**config.mk**
```make
export PLATFORM = sky130hd
export DESIGN_NAME = clint
export DESIGN_NICKNAME = d
export VERILOG_FILES = /design/src/rtl/clint.sv
export SDC_FILE = /design/constraint.sdc
export NUM_CORES = 1
export LEC_CHECK = 0
export CAP_MARGIN = 10
export CORE_MARGIN = 4
export CORE_UTILIZATION = 28
export CTS_CLUSTER_SIZE = 14
export DETAILED_ROUTE_END_ITERATION = 7
export PLACE_DENSITY = 0.78
export RECOVER_POWER = 25
export SLEW_MARGIN = 20
export SYNTH_ARGS = -nofsm -noshare
export SYNTH_HDL_FRONTEND = slang
export SYNTH_SLANG_ARGS = --single-unit
```
**constraint.sdc**
```tcl
create_clock -name clk -period 1.6 [get_ports clk]
set_input_delay 0.16 -clock clk [delete_from_list [all_inputs] [get_ports clk]]
set_output_delay 0.16 -clock clk [all_outputs]
set_load 0.05 [all_outputs]
```
**src/rtl/clint.sv**
```systemverilog
// Core-local interrupt controller: sequences mepc/mstatus/mcause writes for traps and mstatus restore for mret.
// Optional ecall/ebreak trap detection is compiled in with CLINT_ECALL_EN.
module clint #(
  parameter int CSR_AW = 32,
  parameter int XW     = 32
) (
  input  logic              clk,
  input  logic              rst,
  input  logic              int_flag_i,
  input  logic [XW-1:0]     inst_i,
  input  logic [XW-1:0]     inst_addr_i,
  input  logic              jump_flag_i,
  input  logic [XW-1:0]     jump_addr_i,
  input  logic              global_int_en_i,
  input  logic [XW-1:0]     csr_mtvec_i,
  input  logic [XW-1:0]     csr_mepc_i,
  input  logic [XW-1:0]     csr_mstatus_i,
  output logic              we_o,
  output logic [CSR_AW-1:0] waddr_o,
  output logic [XW-1:0]     data_o,
  output logic              hold_flag_o,
  output logic              int_assert_o,
  output logic [XW-1:0]     int_addr_o
);

  typedef enum logic [2:0] {
    IDLE, W_MEPC, W_MSTATUS, W_MCAUSE, ASSERT, MRET_W, MRET_ASSERT
  } state_t;

  localparam logic [XW-1:0] INST_MRET = XW'(32'h3020_0073);

  state_t        r_state, w_state_next;
  logic [XW-1:0] r_cause, w_cause_next;
  logic [XW-1:0] r_epc, w_epc_next;
  logic          w_ecall, w_ebreak, w_mret, w_int, w_go, w_accept;
  logic [XW-1:0] w_mst_trap, w_mst_mret;

`ifdef CLINT_ECALL_EN
  localparam logic [XW-1:0] INST_ECALL  = XW'(32'h0000_0073);
  localparam logic [XW-1:0] INST_EBREAK = XW'(32'h0010_0073);
  assign w_ecall  = (inst_i == INST_ECALL);
  assign w_ebreak = (inst_i == INST_EBREAK);
`else
  assign w_ecall  = 1'b0;
  assign w_ebreak = 1'b0;
`endif

  assign w_mret   = (inst_i == INST_MRET);
  assign w_int    = int_flag_i & global_int_en_i;
  // No event may be latched on a reset edge, so acceptance is gated by rst.
  assign w_go     = (r_state == IDLE) & ~rst;
  assign w_accept = w_go & (w_ecall | w_ebreak | w_mret | w_int);

  always_comb begin
    w_mst_trap    = csr_mstatus_i;
    w_mst_trap[7] = csr_mstatus_i[3];
    w_mst_trap[3] = 1'b0;
    w_mst_mret    = csr_mstatus_i;
    w_mst_mret[3] = csr_mstatus_i[7];
    w_mst_mret[7] = 1'b1;
  end

  always_comb begin
    w_state_next = r_state;
    w_cause_next = r_cause;
    w_epc_next   = r_epc;
    we_o         = 1'b0;
    waddr_o      = '0;
    data_o       = '0;
    hold_flag_o  = 1'b0;
    int_assert_o = 1'b0;
    int_addr_o   = '0;
    case (r_state)
      IDLE: begin
        hold_flag_o = w_accept;
        if (w_go && (w_ecall || w_ebreak)) begin
          w_state_next = W_MEPC;
          w_cause_next = w_ecall ? XW'(32'h0000_000B) : XW'(32'h0000_0003);
          w_epc_next   = inst_addr_i;
        end else if (w_go && w_mret) begin
          w_state_next = MRET_W;
        end else if (w_go && w_int) begin
          w_state_next = W_MEPC;
          w_cause_next = XW'(32'h8000_000B);
          w_epc_next   = jump_flag_i ? jump_addr_i : inst_addr_i;
        end
      end
      W_MEPC: begin
        w_state_next = W_MSTATUS;
        hold_flag_o  = 1'b1;
        we_o         = 1'b1;
        waddr_o      = CSR_AW'(12'h341);
        data_o       = r_epc;
      end
      W_MSTATUS: begin
        w_state_next = W_MCAUSE;
        hold_flag_o  = 1'b1;
        we_o         = 1'b1;
        waddr_o      = CSR_AW'(12'h300);
        data_o       = w_mst_trap;
      end
      W_MCAUSE: begin
        w_state_next = ASSERT;
        hold_flag_o  = 1'b1;
        we_o         = 1'b1;
        waddr_o      = CSR_AW'(12'h342);
        data_o       = r_cause;
      end
      ASSERT: begin
        w_state_next = IDLE;
        int_assert_o = 1'b1;
        int_addr_o   = {csr_mtvec_i[XW-1:2], 2'b00};
      end
      MRET_W: begin
        w_state_next = MRET_ASSERT;
        hold_flag_o  = 1'b1;
        we_o         = 1'b1;
        waddr_o      = CSR_AW'(12'h300);
        data_o       = w_mst_mret;
      end
      MRET_ASSERT: begin
        w_state_next = IDLE;
        int_assert_o = 1'b1;
        int_addr_o   = csr_mepc_i;
      end
      default: w_state_next = IDLE;
    endcase
  end

  always_ff @(posedge clk) begin
    if (rst) begin
      r_state <= IDLE;
      r_cause <= '0;
      r_epc   <= '0;
    end else begin
      r_state <= w_state_next;
      r_cause <= w_cause_next;
      r_epc   <= w_epc_next;
    end
  end

endmodule

```
=== Word level (Yosys, flattened, before mapping) ===
Index checks and enable logic that the tools add are counted.

* Register bits: 36
* Input bits: 197

* Equality and inequality tests: 8
* Muxes and demuxes: 10
* Bitwise gates (word level): 6
* Reductions and logical operators: 7

{| class="wikitable"
|+ Operators by type and width
! kind !! count
|-
| $pmux 32 s4 || 1
|-
| $pmux 32 s2 || 1
|-
| $eq 32x30->1 const B || 1
|-
| $mux 32 || 1
|-
| $pmux 10 s3 || 1
|-
| $pmux 3 s5 || 1
|-
| $eq 3x3->1 const B || 3
|-
| $eq 3x2->1 const B || 2
|-
| $mux 3 || 2
|-
| $reduce_or 2->1 || 2
|-
| $reduce_or 4->1 || 1
|-
| $and 1x1->1 || 3
|-
| $eq 3x1->1 const B || 1
|-
| $logic_not 3->1 || 1
|-
| $ne 3x1->1 const B || 1
|-
| $reduce_and 3->1 || 1
|-
| $logic_and 1x1->1 || 2
|-
| $mux 1 || 2
|-
| $not 1->1 || 2
|-
| $pmux 1 s2 || 1
|-
| $or 1x1->1 || 1
|}

=== Depth between registers and ports, before layout ===
* Word-level depth: 6
* Gate-level depth with buffers: 7
* Gate-level depth less buffers: 4

=== Least setup slack after synthesis ===
Ideal clock, no wire load.

* Path kind: reg-to-output
* From: register r_state[0]
* To: output port data_o[11]
* Arrival time: 2399 ps
* Data required time: 1440 ps
* Slack: -959 ps
* Cell stages (with the launch flop): 6
* Path buffers: 2
* Cells stage by stage: dfxtp_1 -> nor2b_1 -> and2_1 -> buf_2 -> buf_2 -> a22o_1

* Cells in the longest elaborated chain, start to end: 2

{| class="wikitable"
|+ RTL lines
! what !! line !! text
|-
| start: declaration || 32 || <nowiki>state_t r_state, w_state_next;</nowiki>
|-
| start signal: assignment || 136 || <nowiki>r_state <= w_state_next;</nowiki>
|-
| $eq 3x3->1, or another cell as far along || 73 || <nowiki>case (r_state)</nowiki>
|-
| $pmux 32 s4 * || 73 ||
|-
| end: declaration || 20 || <nowiki>output logic [XW-1:0] data_o,</nowiki>
|}

Mark *: on every way between the ends. The rest lies on a longest branch, timed or not.

=== Worst setup path in the final report ===
* From: register r_state[0]
* To: output port hold_flag_o

* Cells in the longest elaborated chain, start to end: 4

{| class="wikitable"
|+ RTL lines
! what !! line !! text
|-
| $logic_not 3->1 || 51, 73 ||
|-
| $and 1x1->1 || 51 || <nowiki>assign w_go = (r_state == IDLE) & ~rst;</nowiki>
|-
| $and 1x1->1 || 52 || <nowiki>assign w_accept = w_go & (w_ecall | w_ebreak | w_mret | w_int);</nowiki>
|-
| $pmux 1 s2 * || 73 ||
|-
| end: declaration || 21 || <nowiki>output logic hold_flag_o,</nowiki>
|}

Marked as above.

==> reports/qor_table.md <==
| Metric | Reported | Unit |
|:---|:---|:---|
| Result of the run | finished with violations | - |
| Violated checks | setup timing | - |
| Launch point of the critical path | r_state[0] | - |
| Top-Level Pins | 296 | - |
| Number of max-cap violations | 0 | - |
| Layout cells sized above 1 | 45.1 | % |
| Total of flip-flops plus latches after synthesis | 36 | - |
| Period Utilization, post-route | 117 | % |
| Count of placed standard cells in the final layout, fillers left out | 796 | - |
| Biggest cell delay along the critical path | 0.39 | ns |
| Synthesized area per cell | 9.07 | µm² |
| Count of warnings emitted by yosys | 0 | - |
| Clock H-tree levels | 2 | - |
| Proportion of register bits with asynchronous set or reset after synthesis | 0 | % |
| Global-route wire length before repair | 25800 | µm |
| Fmax achieved | 0.535 | GHz |
| Total power after layout | 4.18 | mW |
| Number of enable-type register cells in the synthesized netlist | 0 | - |
| Floorplan row count | 38 | - |
| Number of nets in the final layout | 853 | - |
| Startpoint Class | flop | - |
| Leakage Power | 3.48 | nW |
| X dimension of the die | 114 | µm |
| Library cells used by synthesis | 42 | - |
| Class of the worst hold path | flop to flop | - |
| Clk sinks | 36 | - |
| Largest driver fanout on the critical path | 5 | - |
| Minimum clock period after layout | 1.87 | ns |
| Area of the core | 10900 | µm² |
| Slowest stage cell on the critical path | sky130_fd_sc_hd__nor4_4 | - |
| Post-detailed-route DRC marker count | 0 | - |
| Number of iterations in the first detailed-routing pass | 4 | - |
| Required time at the worst-slack endpoint | 1.44 | ns |
| Clock Skews | 0.00428 | ns |
| Die span in y | 114 | µm |
| Area post-placement | 7150 | µm² |
| Top FF cell, synth | sky130_fd_sc_hd__dfxtp_1 | - |
| Gr ovfl total | 0 | - |
| Maximum number of pins on one net before global-route repair | 33 | - |
| CTS clk-pin slew, worst paths | 0.06 | ns |
| 1st-iter DRT viols | 161 | - |
| Reg2reg start | r_state[0] | - |
| Worst Slack Setup Final | -0.270 | ns |
| Startpoint of the worst hold path | r_epc[31] | - |
| Avg WL per Cell | 23.4 | µm |
| Synthesis-to-layout area growth | 171 | % |
| Number of antenna violations at the first check in global routing | 0 | - |
| Ratio of routed vias to standard cells | 5.22 | - |
| Routability congestion estimate | 0.801 | - |
| Post-DP HPWL | 12100 | µm |
| Setup Crit Path Kind | flop to primary output | - |
| Combined global-route utilization of all metal layers | 25.5 | % |
| Count of final setup violators | 99 | - |
| Vias in the first global route | 4487 | - |
| DRT Wirelength | 18600 | µm |
| Number of buffers inserted by port buffering | 266 | - |
| Hold bufs inserted after CTS | 0 | - |
| Worst slack at placement | -0.545 | ns |
| Setup TNS | -15.92 | ns |
| Arrival time worst endpoint | 1.71 | ns |
| Number of pins with negative max-slew slack in the final report | 0 | - |
| Number of standard cells after synthesis | 348 | - |
| Total clock buffers created by CTS | 5 | - |
| Critical path buffers and inverters | 2 | - |
| Antenna-violating nets left | 0 | - |
| CTS tree | done | - |
| Effective utilization at floorplan | 28.9 | % |
| RSZ-0062 raised after global routing | yes | - |
| Final Hold Fails | 0 | - |
| Pwr Density | 489 | nW/µm² |
| Cell Count Post-Placement | 754 | - |
| Netlist Area Pre-Place | 3160 | µm² |
| Root Driver | sky130_fd_sc_hd__clkbuf_16 | - |
| # diodes | 0 | - |
| Maximum vdd drop | 0.000462 | V |
| Via total after detailed routing | 4152 | - |
| Total non-filler cell area in the finished layout | 8540 | µm² |
| Clock latency on the worst-skew pair | 0.27 | ns |
| Largest buffer count on any clock path | 2 | - |
| Kind of cell with the highest combined delay on the critical path | simple AND/OR/NAND/NOR gates | - |
| Die area | 13000 | µm² |
| Sequential cell area fraction in the yosys report | 22.8 | % |
| Crit end category | primary output | - |
| CP Cell Sequence | buf_6 -> nor4_4 -> and2_4 -> a211o_1 -> buf_12 | - |
-- synth_stat cells (all sizes together), types with 5 or more instances --
cell    instances  share of area [%]
buf            52                 12
dfxtp          36                 23
nor4            5                3.4
o211a          16                5.1
nor2           35                4.4
o211ai         16                3.8
mux2i          60                 19
nand2          21                2.5
o21ai           9                1.5
clkbuf          9                1.1
a22o           27                7.5
inv             7               0.83
o221a          14                5.0
-- placed cells by master, fill, tap and decap left out, types with 3 or more instances in the layout --
cell type                         count
sky130_fd_sc_hd__conb_1              27
sky130_fd_sc_hd__mux2i_4             29
sky130_fd_sc_hd__mux2i_1             30
sky130_fd_sc_hd__o211ai_1            16
sky130_fd_sc_hd__nor4_4               5
sky130_fd_sc_hd__clkdlybuf4s50_1    178
sky130_fd_sc_hd__dfxtp_4              3
sky130_fd_sc_hd__nand2_1              5
sky130_fd_sc_hd__o21ai_0              3
sky130_fd_sc_hd__nand2_4              9
sky130_fd_sc_hd__buf_12              82
sky130_fd_sc_hd__buf_6               18
sky130_fd_sc_hd__o221a_1             13
sky130_fd_sc_hd__nand2_2              7
sky130_fd_sc_hd__clkbuf_16            7
sky130_fd_sc_hd__nor2_4              31
sky130_fd_sc_hd__a22o_4              27
sky130_fd_sc_hd__buf_16               8
sky130_fd_sc_hd__o211a_1             16
sky130_fd_sc_hd__a21oi_1              3
sky130_fd_sc_hd__a22oi_1              3
sky130_fd_sc_hd__inv_1                5
sky130_fd_sc_hd__dlygate4sd2_1       15
sky130_fd_sc_hd__buf_4               29
sky130_fd_sc_hd__o21ai_2              4
sky130_fd_sc_hd__dfxtp_1             33
-- area by class of cell --
cell class                 instances  area, µm²
timing repair buffer             335       4300
multi-input combinational        271       3160
fill                             638       2390
sequential                        36        732
tap                              140        175
clock buffer                       7        153
inverter                           7       30.0
-- per-stage QoR --
step / utilization (%) / hold WS (ns)
after detailed placement: 65.4 / 0.460
final: 78.1 / 0.487
after CTS: 75.0 / 0.469
after global routing: 78.1 / 0.499
after global placement: 65.4 / 0.454
after floorplan: - / 0.229
-- power breakdown --
group	switching (mW)	internal, mW	total, mW
Combinational	1.02	1.16	2.18
Clock	0.353	0.653	1.01
Sequential	0.0425	0.946	0.989
Total	1.42	2.76	4.18
-- kinds of logic (layout without fill, tap and decap cells) --
logic type / after synthesis / in the layout / share of synthesized area (%)
other: 1 / 27 / 0.119
buffers and inverters: 68 / 349 / 13.7
AO/OA/AOI/OAI: 98 / 99 / 26.8
flip-flops: 36 / 36 / 22.8
AND/OR/NAND/NOR: 83 / 83 / 16.8
multiplexers: 62 / 62 / 19.7
-- worst reg2reg max path, delay by kind of cell (launching register included) --
family | cells | cell delay (ns)
buffers and inverters | 3 | 0.43
AO/OA/AOI/OAI | 1 | 0.22
flip-flops | 1 | 0.36
AND/OR/NAND/NOR | 3 | 0.69
-- final timing paths --
check,to,slack [ns],depth (start not counted)
max,hold_flag_o,-0.27,5
min,r_epc[31],0.49,2
max reg2reg,r_epc[0],-0.20,7
min reg2reg,r_epc[31],0.49,2
-- layer usage --
| metal | GRT usage [%] | share of wire [%] | up-vias |
|---|---|---|---|
| met5 | 0 | 0 | - |
| met1 | 28.3 | 34 | 1996 |
| met3 | 6.29 | 6.9 | 56 |
| met4 | 6.65 | 4.2 | 0 |
| met2 | 48.0 | 55 | 221 |
| li1 | - | - | 1879 |
-- flip-flops by register name, summed over array words and instances, names as in the netlist --
register and cells:
r_cause 1, r_state 3, r_epc 32
-- repair_timing --
item | in CTS | in global routing
resized for setup | 108 | 62
endpoints found under the setup margin | 100 | 103
cloned | 10 | 3
buffers inserted | 19 | 6
pin swaps | 45 | 33
(Power assumes the default switching activity.)
